--- src/rtl/io_stream_fifo_pkg.sv ---
// Shared I/O buffering constants: FIFO read-mode selectors and the default
// word width/depth used for the cpu input and output streams.
package io_stream_fifo_pkg;
  localparam int FWFT_OFF      = 0;
  localparam int FWFT_ON       = 1;
  localparam int IO_DATA_WIDTH = 16;
  localparam int IO_DEPTH      = 8;
endpackage

--- src/rtl/io_stream_fifo_ram.sv ---
// FIFO storage array: one synchronous write port, one asynchronous read port.
// Contents are deliberately not reset.
module io_stream_fifo_ram #(
  parameter int DATA_WIDTH = 16,
  parameter int DEPTH      = 8
) (
  input  logic                         clk,
  input  logic                         we,
  input  logic [$clog2(DEPTH)-1:0]     waddr,
  input  logic [DATA_WIDTH-1:0]        wdata,
  input  logic [$clog2(DEPTH)-1:0]     raddr,
  output logic [DATA_WIDTH-1:0]        rdata
);
  logic [DATA_WIDTH-1:0] mem [DEPTH];

  always_ff @(posedge clk) begin
    if (we) mem[waddr] <= wdata;
  end

  assign rdata = mem[raddr];
endmodule

--- src/rtl/io_stream_fifo.sv ---
// Synchronous I/O stream FIFO with occupancy flags, sticky overflow/underflow
// errors and a registered or first-word-fall-through read side.
module io_stream_fifo
  import io_stream_fifo_pkg::*;
#(
  parameter int DATA_WIDTH = IO_DATA_WIDTH,
  parameter int DEPTH      = IO_DEPTH,
  parameter int AF_LEVEL   = 6,
  parameter int AE_LEVEL   = 2,
  parameter int FWFT       = FWFT_OFF
) (
  input  logic                      clk,
  input  logic                      rst_n,
  input  logic                      clr,
  input  logic                      wr_en,
  input  logic [DATA_WIDTH-1:0]     wr_data,
  input  logic                      rd_en,
  output logic [DATA_WIDTH-1:0]     rd_data,
  output logic                      rd_valid,
  output logic                      full,
  output logic                      empty,
  output logic                      almost_full,
  output logic                      almost_empty,
  output logic [$clog2(DEPTH):0]    count,
  output logic                      overflow,
  output logic                      underflow
);
  localparam int PTR_W = $clog2(DEPTH);
  localparam int CNT_W = PTR_W + 1;

  if ((DEPTH < 2) || ((DEPTH & (DEPTH - 1)) != 0)) begin : g_bad_depth
    $error("io_stream_fifo: DEPTH must be a power of 2 and >= 2");
  end
  if (AF_LEVEL > DEPTH) begin : g_bad_af
    $error("io_stream_fifo: AF_LEVEL exceeds DEPTH");
  end
  if (AE_LEVEL >= DEPTH) begin : g_bad_ae
    $error("io_stream_fifo: AE_LEVEL must be below DEPTH");
  end

  logic [PTR_W:0]          wr_ptr, rd_ptr;
  logic [CNT_W-1:0]        count_q;
  logic                    overflow_q, underflow_q;
  logic [DATA_WIDTH-1:0]   ram_rdata;
  logic [DATA_WIDTH-1:0]   rd_data_p1;
  logic                    vld_p1;
  logic                    push, pop;

  io_stream_fifo_ram #(
    .DATA_WIDTH (DATA_WIDTH),
    .DEPTH      (DEPTH)
  ) u_ram (
    .clk   (clk),
    .we    (push),
    .waddr (wr_ptr[PTR_W-1:0]),
    .wdata (wr_data),
    .raddr (rd_ptr[PTR_W-1:0]),
    .rdata (ram_rdata)
  );

  // Flags come only from registered pointers/count, never from wr_en/rd_en.
  assign empty        = (wr_ptr == rd_ptr);
  assign full         = (wr_ptr[PTR_W] != rd_ptr[PTR_W]) &&
                        (wr_ptr[PTR_W-1:0] == rd_ptr[PTR_W-1:0]);
  assign almost_full  = (count_q >= CNT_W'(AF_LEVEL));
  assign almost_empty = (count_q <= CNT_W'(AE_LEVEL));
  assign count        = count_q;
  assign overflow     = overflow_q;
  assign underflow    = underflow_q;

  assign pop  = rd_en & ~empty & ~clr;
  assign push = wr_en & (~full | pop) & ~clr;

  always_ff @(posedge clk or negedge rst_n) begin
    if (!rst_n) begin
      wr_ptr      <= '0;
      rd_ptr      <= '0;
      count_q     <= '0;
      overflow_q  <= 1'b0;
      underflow_q <= 1'b0;
      vld_p1      <= 1'b0;
      rd_data_p1  <= '0;
    end else if (clr) begin
      wr_ptr      <= '0;
      rd_ptr      <= '0;
      count_q     <= '0;
      overflow_q  <= 1'b0;
      underflow_q <= 1'b0;
      vld_p1      <= 1'b0;
    end else begin
      if (push) wr_ptr <= wr_ptr + (PTR_W+1)'(1);
      if (pop)  rd_ptr <= rd_ptr + (PTR_W+1)'(1);
      count_q     <= count_q + CNT_W'(push) - CNT_W'(pop);
      overflow_q  <= overflow_q | (wr_en & ~push);
      underflow_q <= underflow_q | (rd_en & ~pop);
      // Output register stage: word leaves storage on the popping edge.
      vld_p1 <= pop;
      if (pop) rd_data_p1 <= ram_rdata;
    end
  end

  assign rd_data  = (FWFT != FWFT_OFF) ? ram_rdata : rd_data_p1;
  assign rd_valid = (FWFT != FWFT_OFF) ? ~empty    : vld_p1;
endmodule

--- config.mk ---
export PLATFORM = sky130hd
export DESIGN_NAME = io_stream_fifo
export DESIGN_NICKNAME = d
export VERILOG_FILES = /design/src/rtl/io_stream_fifo_pkg.sv /design/src/rtl/io_stream_fifo_ram.sv /design/src/rtl/io_stream_fifo.sv
export SDC_FILE = /design/constraint.sdc
export NUM_CORES = 1
export LEC_CHECK = 0
export BUFFER_PORTS_ARGS = -buffer_cell sky130_fd_sc_hd__buf_2
export CAP_MARGIN = 20
export CELL_PAD_IN_SITES_DETAIL_PLACEMENT = 1
export CELL_PAD_IN_SITES_GLOBAL_PLACEMENT = 1
export CORE_UTILIZATION = 52
export DETAILED_ROUTE_END_ITERATION = 16
export PLACE_DENSITY_LB_ADDON = 0.1
export SLEW_MARGIN = 20
export SYNTH_ARGS = -nofsm -noshare
export SYNTH_HDL_FRONTEND = slang
export SYNTH_SLANG_ARGS = --single-unit
--- constraint.sdc ---
create_clock -name clk -period 4.25 [get_ports clk]
set_input_delay 1.0625 -clock clk [delete_from_list [all_inputs] [get_ports clk]]
set_output_delay 1.0625 -clock clk [all_outputs]
set_load 0.01 [all_outputs]
==> summary.txt, run 1 <==
Run status
  – Outcome: completed

Logic synthesis
  – Synth top area cells: edfxtp_1, dfrtp_1, mux4_2
  – Flops & latches, synth: between 150 and 200
  – Cell area after synthesis: ~0.0066 mm^2
  – Post-Syn Instances: roughly 360
  – Post-synthesis sequential area ratio: 70.5%
  – Yosys top cell by area: edfxtp_1
  – Net Count, Synth: 388
  – Synth warnings: 0
  – Synth cell count leaders: edfxtp_1, mux4_2, dfrtp_1, nand2_1, mux2i_1
  – Top_reg_cell synth: edfxtp_1
  – Share of the synthesized area in the top cell type: 58.6%
  – Leading cell type by number of instances after synthesis: edfxtp_1
  – Post-Syn Area per Cell: 18.4 um^2
  – Unique masters post-synth: 42
  – Post-synth EDFFs: 128
  – Post-synth ARST share: 19.5%

Power
  – Peak supply drop: slightly above 0.0004 V
  – Leak: between 2 and 3 nW
  – Pwr per Cell Area: about 560 mW/mm^2

Critical path
  – FF-to-FF End: count[3]
  – Setup crit start kind: flip-flop
  – R2R Setup Slk: 830 ps
  – Slowest stage delay, CP: 780 ps
  – Slowest cell on crit path: dfrtp_1
  – Critical path type: reg2reg
  – WP data arrival: about 3700 ps
  – CP Data Required Time: approximately 4500 ps
  – Critical Path End Type: flip-flop
  – CP cell instances: xor2_4, nor4_4, a21o_1, ha_1, inv_1, ha_1, a21o_1, a21oi_1, xnor2_1, nor2_1
  – CP Max Fanout: 14
  – RR Startpoint: wr_ptr[0]
  – Worst Reg-to-Reg Cells: 10

Detailed routing
  – Detailed Route WL: between 10,000 and 15,000 um
  – DR iter-0 viols: around 230
  – Post-DR wirelength/cell: roughly 22 um
  – DR DRC count: 0
  – Drt first pass iters: 4
  – Via count: between 3,000 and 4,000
  – Antenna-violating nets left: 0
  – DR vias/cell: approximately 5.7

Layout
  – Non-filler cells, final: a little under 600
  – Storage element area: 0.00462 mm^2
  – Area of the multi-input gates: 0.00182 mm^2
  – NumNets Final: ~450
  – Fill cell total of the finished layout: 1,072
  – Share of cells above drive strength 1: roughly 32%
  – Final Util: 63.2%
  – Area growth, synth to finish: 17.3%
  – Inserted Diodes: 0

Floorplan
  – Die width: ~110 um
  – Die Y: 114 um
  – Starting Density: 53.9%
  – Die ar.: between 0.01 and 0.015 mm^2
  – Top-level I/O count: 48
  – Row cnt: 40
  – CORE AREA: around 0.012 mm^2

Timing
  – # setup viols final: 0
  – Fmax: roughly 300 MHz
  – Setup_tns: 0 ps
  – Tmin final: 3420 ps
  – RSZ-0062 raised after global routing: no
  – Slew of the pin with the lowest slew margin: ~800 ps
  – Slew HR: around 45%
  – Clock Skew: just under 9 ps
  – Worst hold slack: approximately 480 ps
  – Count of final hold-check violations: 0
  – Slew Viols, Final: 0
  – Crit share post-route: 80.4%

GRT
  – Total grt overflow: 0
  – Initial antenna violation count: 0
  – First-pass GRT wire length: between 20,000 and 25,000 um
  – Vias in the first global route: 3,720
  – GRT Util Overall: a little under a quarter
  – Pin count of the biggest net entering global routing: 38

Place
  – IO buf count: 47
  – Final RePlAce weighted congestion: between 0.7 and 0.8
  – Placed cell count: ~560
  – HPWL after DPL: 7950 um

Hold path
  – WHS Path Cells: 2
  – HP Start: rd_data[10]
  – Hold crit path type: reg2reg
  – Hold EP: rd_data[10]

Clock network
  – Clock root buffer: clkbuf_16
  – Longest Clk Path Bufs: 2
  – Number of CTS-inserted buffers: 17
  – CTS tree: done
  – H-Tree Depth: 4
  – Post-CTS Resized: 0
  – Setup repair bufs after CTS: 0
  – Later-pin clock latency in the skew report: about 420 ps
  – Hold-fix buffers, CTS: 0
  – Clock transition at path regs: 70 ps
  – Clock Sinks: roughly 160

Flow run
  – Max Cap Violations: 0
how the worst max path moves through the flow:
stage / start / endpoint / slack [ps] / depth (start not counted)
final: wr_ptr[0] / count[3] / 830 / 10
after floorplan: clr / u_ram.mem[0][0] / 530 / 5
after CTS: wr_ptr[0] / count[3] / 790 / 10
after global placement: clr / count[1] / 990 / 8
after detailed placement: wr_ptr[0] / count[3] / 850 / 10
after global routing: wr_ptr[0] / count[3] / 600 / 10
where the power goes:
| group | switching, mW | internal (mW) | total (mW) |
|---|---|---|---|
| combinational | 0.418 | 0.326 | 0.744 |
| clock | 0.598 | 1.06 | 1.66 |
| sequential | 0.0835 | 1.81 | 1.89 |
flip-flops by register name, indices dropped and copies added (netlist names):
signal / count
rd_data: 16
rd_valid: 1
count: 4
overflow: 1
rd_ptr: 4
underflow: 1
u_ram.mem: 128
wr_ptr: 4
worst max-delay path: cells and delay by family, from the launching register on:
| kind | cells | cell delay (ps) |
|---|---|---|
| compound gates | 3 | 920 |
| xor+xnor | 2 | 390 |
| fa+ha+maj | 2 | 540 |
| buf+inv | 1 | 70 |
| flops | 1 | 780 |
| simple gates | 2 | 590 |
per-layer routing:
layer | vias to the layer above | wire [um] | part of all wire (%) | global-route usage [%]
met2 | 74 | 6910 | 52 | 38.2
met1 | 1798 | 5870 | 44 | 30.0
met4 | 0 | 136 | 1.0 | 7.97
met3 | 12 | 445 | 3.3 | 4.92
met5 | - | 0 | 0 | 0
li1 | 1521 | - | - | -
layout by cell type (no fill, tap or decap), types with 2 or more instances in the layout:
master	netlist	layout
nor2b_1	3	3
o311ai_0	2	2
inv_1	11	11
clkbuf_16	0	17
nand3_1	3	3
mux4_2	32	32
dfrtp_1	31	30
bufinv_16	0	5
nand2b_1	2	2
nor2_1	12	12
mux2i_1	19	19
nand2_1	23	23
ha_1	9	9
clkinv_2	0	3
a21oi_1	5	5
buf_2	6	47
and3_1	3	3
o41ai_4	2	2
o21ai_0	16	16
or3_1	2	2
nor4_1	6	5
a21o_1	2	2
edfxtp_1	128	128
nor4b_4	0	3
buf_4	1	11
clkinv_4	0	4
o21ai_1	3	3
xnor2_1	3	3
xor2_4	3	3
xor2_1	2	2
clkinvlp_4	0	2
cell type report:
type / count / share of cell area [%]
Timing Repair Buffer: 59 / 4.39
Tap cell: 168 / 2.73
Clock inverter: 14 / 2.80
Clock buffer: 18 / 5.71
Sequential cell: 159 / 60.1
Inverter: 11 / 0.537
Multi-Input combinational cell: 167 / 23.7
cell families after synthesis:
family | Yosys count | synth area share (%)
DFF | 159 | 70.5
and+or+nand+nor | 62 | 5.44
muxes | 52 | 14.1
AOI/OAI and AO/OA | 35 | 3.78
buffers and inverters | 31 | 2.31
adders and majority gates | 10 | 2.02
xor gates and xnor gates | 8 | 1.93
per-stage QoR:
stage	power (mW)	area [um^2]	worst slack (ps)
floorplan	2.41	6560	534
detailed placement	2.67	7030	850
global route	4.46	7690	602
finish	4.29	7690	834
CTS	4.34	7690	792
global placement	2.64	7030	994
Power figures use the tool's default switching activity.
==> run 2: changes to the inputs <==
Clock period 4.25 ns to 3.3 ns, I/O delays scaled along.
==> summary.txt, run 2 (synthesis gave the netlist of run 1 again) <==
Run status
  – Outcome: completed (unchanged)

Clock network
  – Number of CTS-inserted buffers: 17 (unchanged)
  – Post-CTS Resized: 0 (unchanged)
  – H-Tree Depth: 4 (unchanged)
  – Clock transition at path regs: 60 ps (was 70 ps)
  – Later-pin clock latency in the skew report: 420 ps (about the same)
  – Longest Clk Path Bufs: 2 (unchanged)
  – Clock root buffer: clkbuf_16 (unchanged)
  – CTS tree: done (unchanged)
  – Hold-fix buffers, CTS: 0 (unchanged)
  – Setup repair bufs after CTS: 0 (unchanged)
  – Clock Sinks: 159 (unchanged)

Timing
  – Slew of the pin with the lowest slew margin: 821 ps (was 818 ps)
  – Clock Skew: 6.52 ps (was 8.92 ps)
  – Slew HR: 45.3% (was 45.5%)
  – Fmax: 351 MHz (was 293 MHz)
  – Worst setup margin: 450 ps (was 834 ps)
  – Count of final hold-check violations: 0 (unchanged)
  – Worst hold slack: 471 ps (was 477 ps)
  – # setup viols final: 0 (unchanged)
  – RSZ-0062 raised after global routing: no (unchanged)
  – Crit share post-route: 86.4% (was 80.4%)
  – Setup_tns: 0 ps (unchanged)
  – Slew Viols, Final: 0 (unchanged)
  – Tmin final: 2850 ps (was 3420 ps)

Detailed routing
  – DR vias/cell: 5.62 (was 5.71)
  – Drt first pass iters: 4 (unchanged)
  – Antenna-violating nets left: 0 (unchanged)
  – Via count: 3,381 (was 3,405)
  – DR DRC count: 0 (unchanged)
  – Detailed Route WL: 13,300 um (was 13,400 um)
  – Post-DR wirelength/cell: 22.1 um (was 22.4 um)
  – DR iter-0 viols: 169 (was 225)

Hold path
  – Hold crit path type: reg2reg (unchanged)
  – HP Start: rd_data[9] (was rd_data[10])

Critical path
  – Critical Path End Type: flip-flop (unchanged)
  – Critical path type: reg2reg (unchanged)
  – WP data arrival: 3150 ps (was 3710 ps)
  – Critical path startpoint: rd_ptr[0] (was wr_ptr[0])
  – Setup crit start kind: flip-flop (unchanged)
  – RR Startpoint: rd_ptr[0] (was wr_ptr[0])
  – CP Data Required Time: 3600 ps (was 4540 ps)
  – CP Max Fanout: 9 (was 14)

GRT
  – GRT Util Overall: 22.8% (was 22.9%)
  – Total grt overflow: 0 (unchanged)
  – Vias in the first global route: 3,709 (was 3,720)
  – Initial antenna violation count: 0 (unchanged)
  – First-pass GRT wire length: 20,600 um (was 21,000 um)
  – Pin count of the biggest net entering global routing: 38 (unchanged)

Floorplan
  – Die width: 114 um (unchanged)
  – Die ar.: 0.0131 mm^2 (unchanged)
  – Row cnt: 40 (unchanged)
  – Top-level I/O count: 48 (unchanged)
  – CORE AREA: 0.0122 mm^2 (unchanged)
  – Die Y: 114 um (unchanged)
  – Starting Density: 53.9% (unchanged)

Layout
  – Biggest register: u_ram.mem (unchanged)
  – NumNets Final: 452 (was 446)
  – Max reg flops: 128 (unchanged)
  – Most frequent cells in the layout: edfxtp_1, buf_2, mux4_2 (unchanged)
  – Share of cells above drive strength 1: 32.5% (was 32.0%)
  – Fill cell total of the finished layout: 1,070 (was 1,072)
  – Inserted Diodes: 0 (unchanged)
  – Commonest non-fill, non-tap cell in the layout: edfxtp_1 (unchanged)
  – Area of the multi-input gates: 0.00183 mm^2 (was 0.00182 mm^2)
  – Area growth, synth to finish: 18.5% (was 17.3%)
  – Storage element area: 0.00462 mm^2 (unchanged)

Place
  – IO buf count: 47 (unchanged)
  – Pre-CTS setup slack: 357 ps (was 850 ps)
  – HPWL after DPL: 7780 um (was 7950 um)
  – Final RePlAce weighted congestion: 0.808 (was 0.756)

Power
  – Leak: 2.78 nW (was 2.74 nW)
  – Final Power: 5.59 mW (was 4.29 mW)
  – Pwr per Cell Area: 720 mW/mm^2 (was 558 mW/mm^2)
  – Peak supply drop: 0.000388 V (was 0.000409 V)

Flow run
  – Max Cap Violations: 0 (unchanged)
## run 2: final timing paths
path | to | slack [ps] | cells after the start
max | count[1] | 450 | 8
min | rd_data[9] | 470 | 2
max reg2reg | count[1] | 450 | 8
min reg2reg | rd_data[9] | 470 | 2
max in group asynchronous | rd_ptr[1] | 2240 | 1
min in group asynchronous | overflow | 500 | 1
## run 2: layout make-up
class | instances | area share (%)
Clock inverter | 13 | 3.03
Multi-Input combinational cell | 167 | 23.6
Inverter | 11 | 0.532
Clock buffer | 19 | 5.57
Tap cell | 168 | 2.71
Sequential cell | 159 | 59.5
Timing Repair Buffer | 65 | 5.09
## run 2: stage by stage
stage	cell area [um^2]	instances	utilization (%)
floorplan	6560	357	-
global placement	7100	570	58.4
detailed placement	7100	570	58.4
CTS	7770	602	63.9
global route	7770	602	63.9
finish	7770	602	63.9
## run 2: power breakdown
part | switching, mW | internal [mW] | leakage [nW]
clock | 0.766 | 1.42 | 0.318
sequential | 0.0933 | 2.33 | 1.56
combinational | 0.550 | 0.430 | 0.899
## run 2: worst max-delay path, cell delays in order (launching register included)
cell	delay (ps)
dfrtp_1	450
xor2_4	240
nor4_4	310
a21o_1	530
ha_1	340
inv_1	50
ha_1	200
fa_1	450
nor2b_1	150
## run 2: per-layer routing
metal / up-vias / global-route usage (%) / wire length (um)
met3: 19 / 5.61 / 446
met4: 0 / 8.48 / 220
li1: 1529 / - / -
met5: - / 0 / 0
met1: 1755 / 28.2 / 5760
met2: 78 / 39.1 / 6890
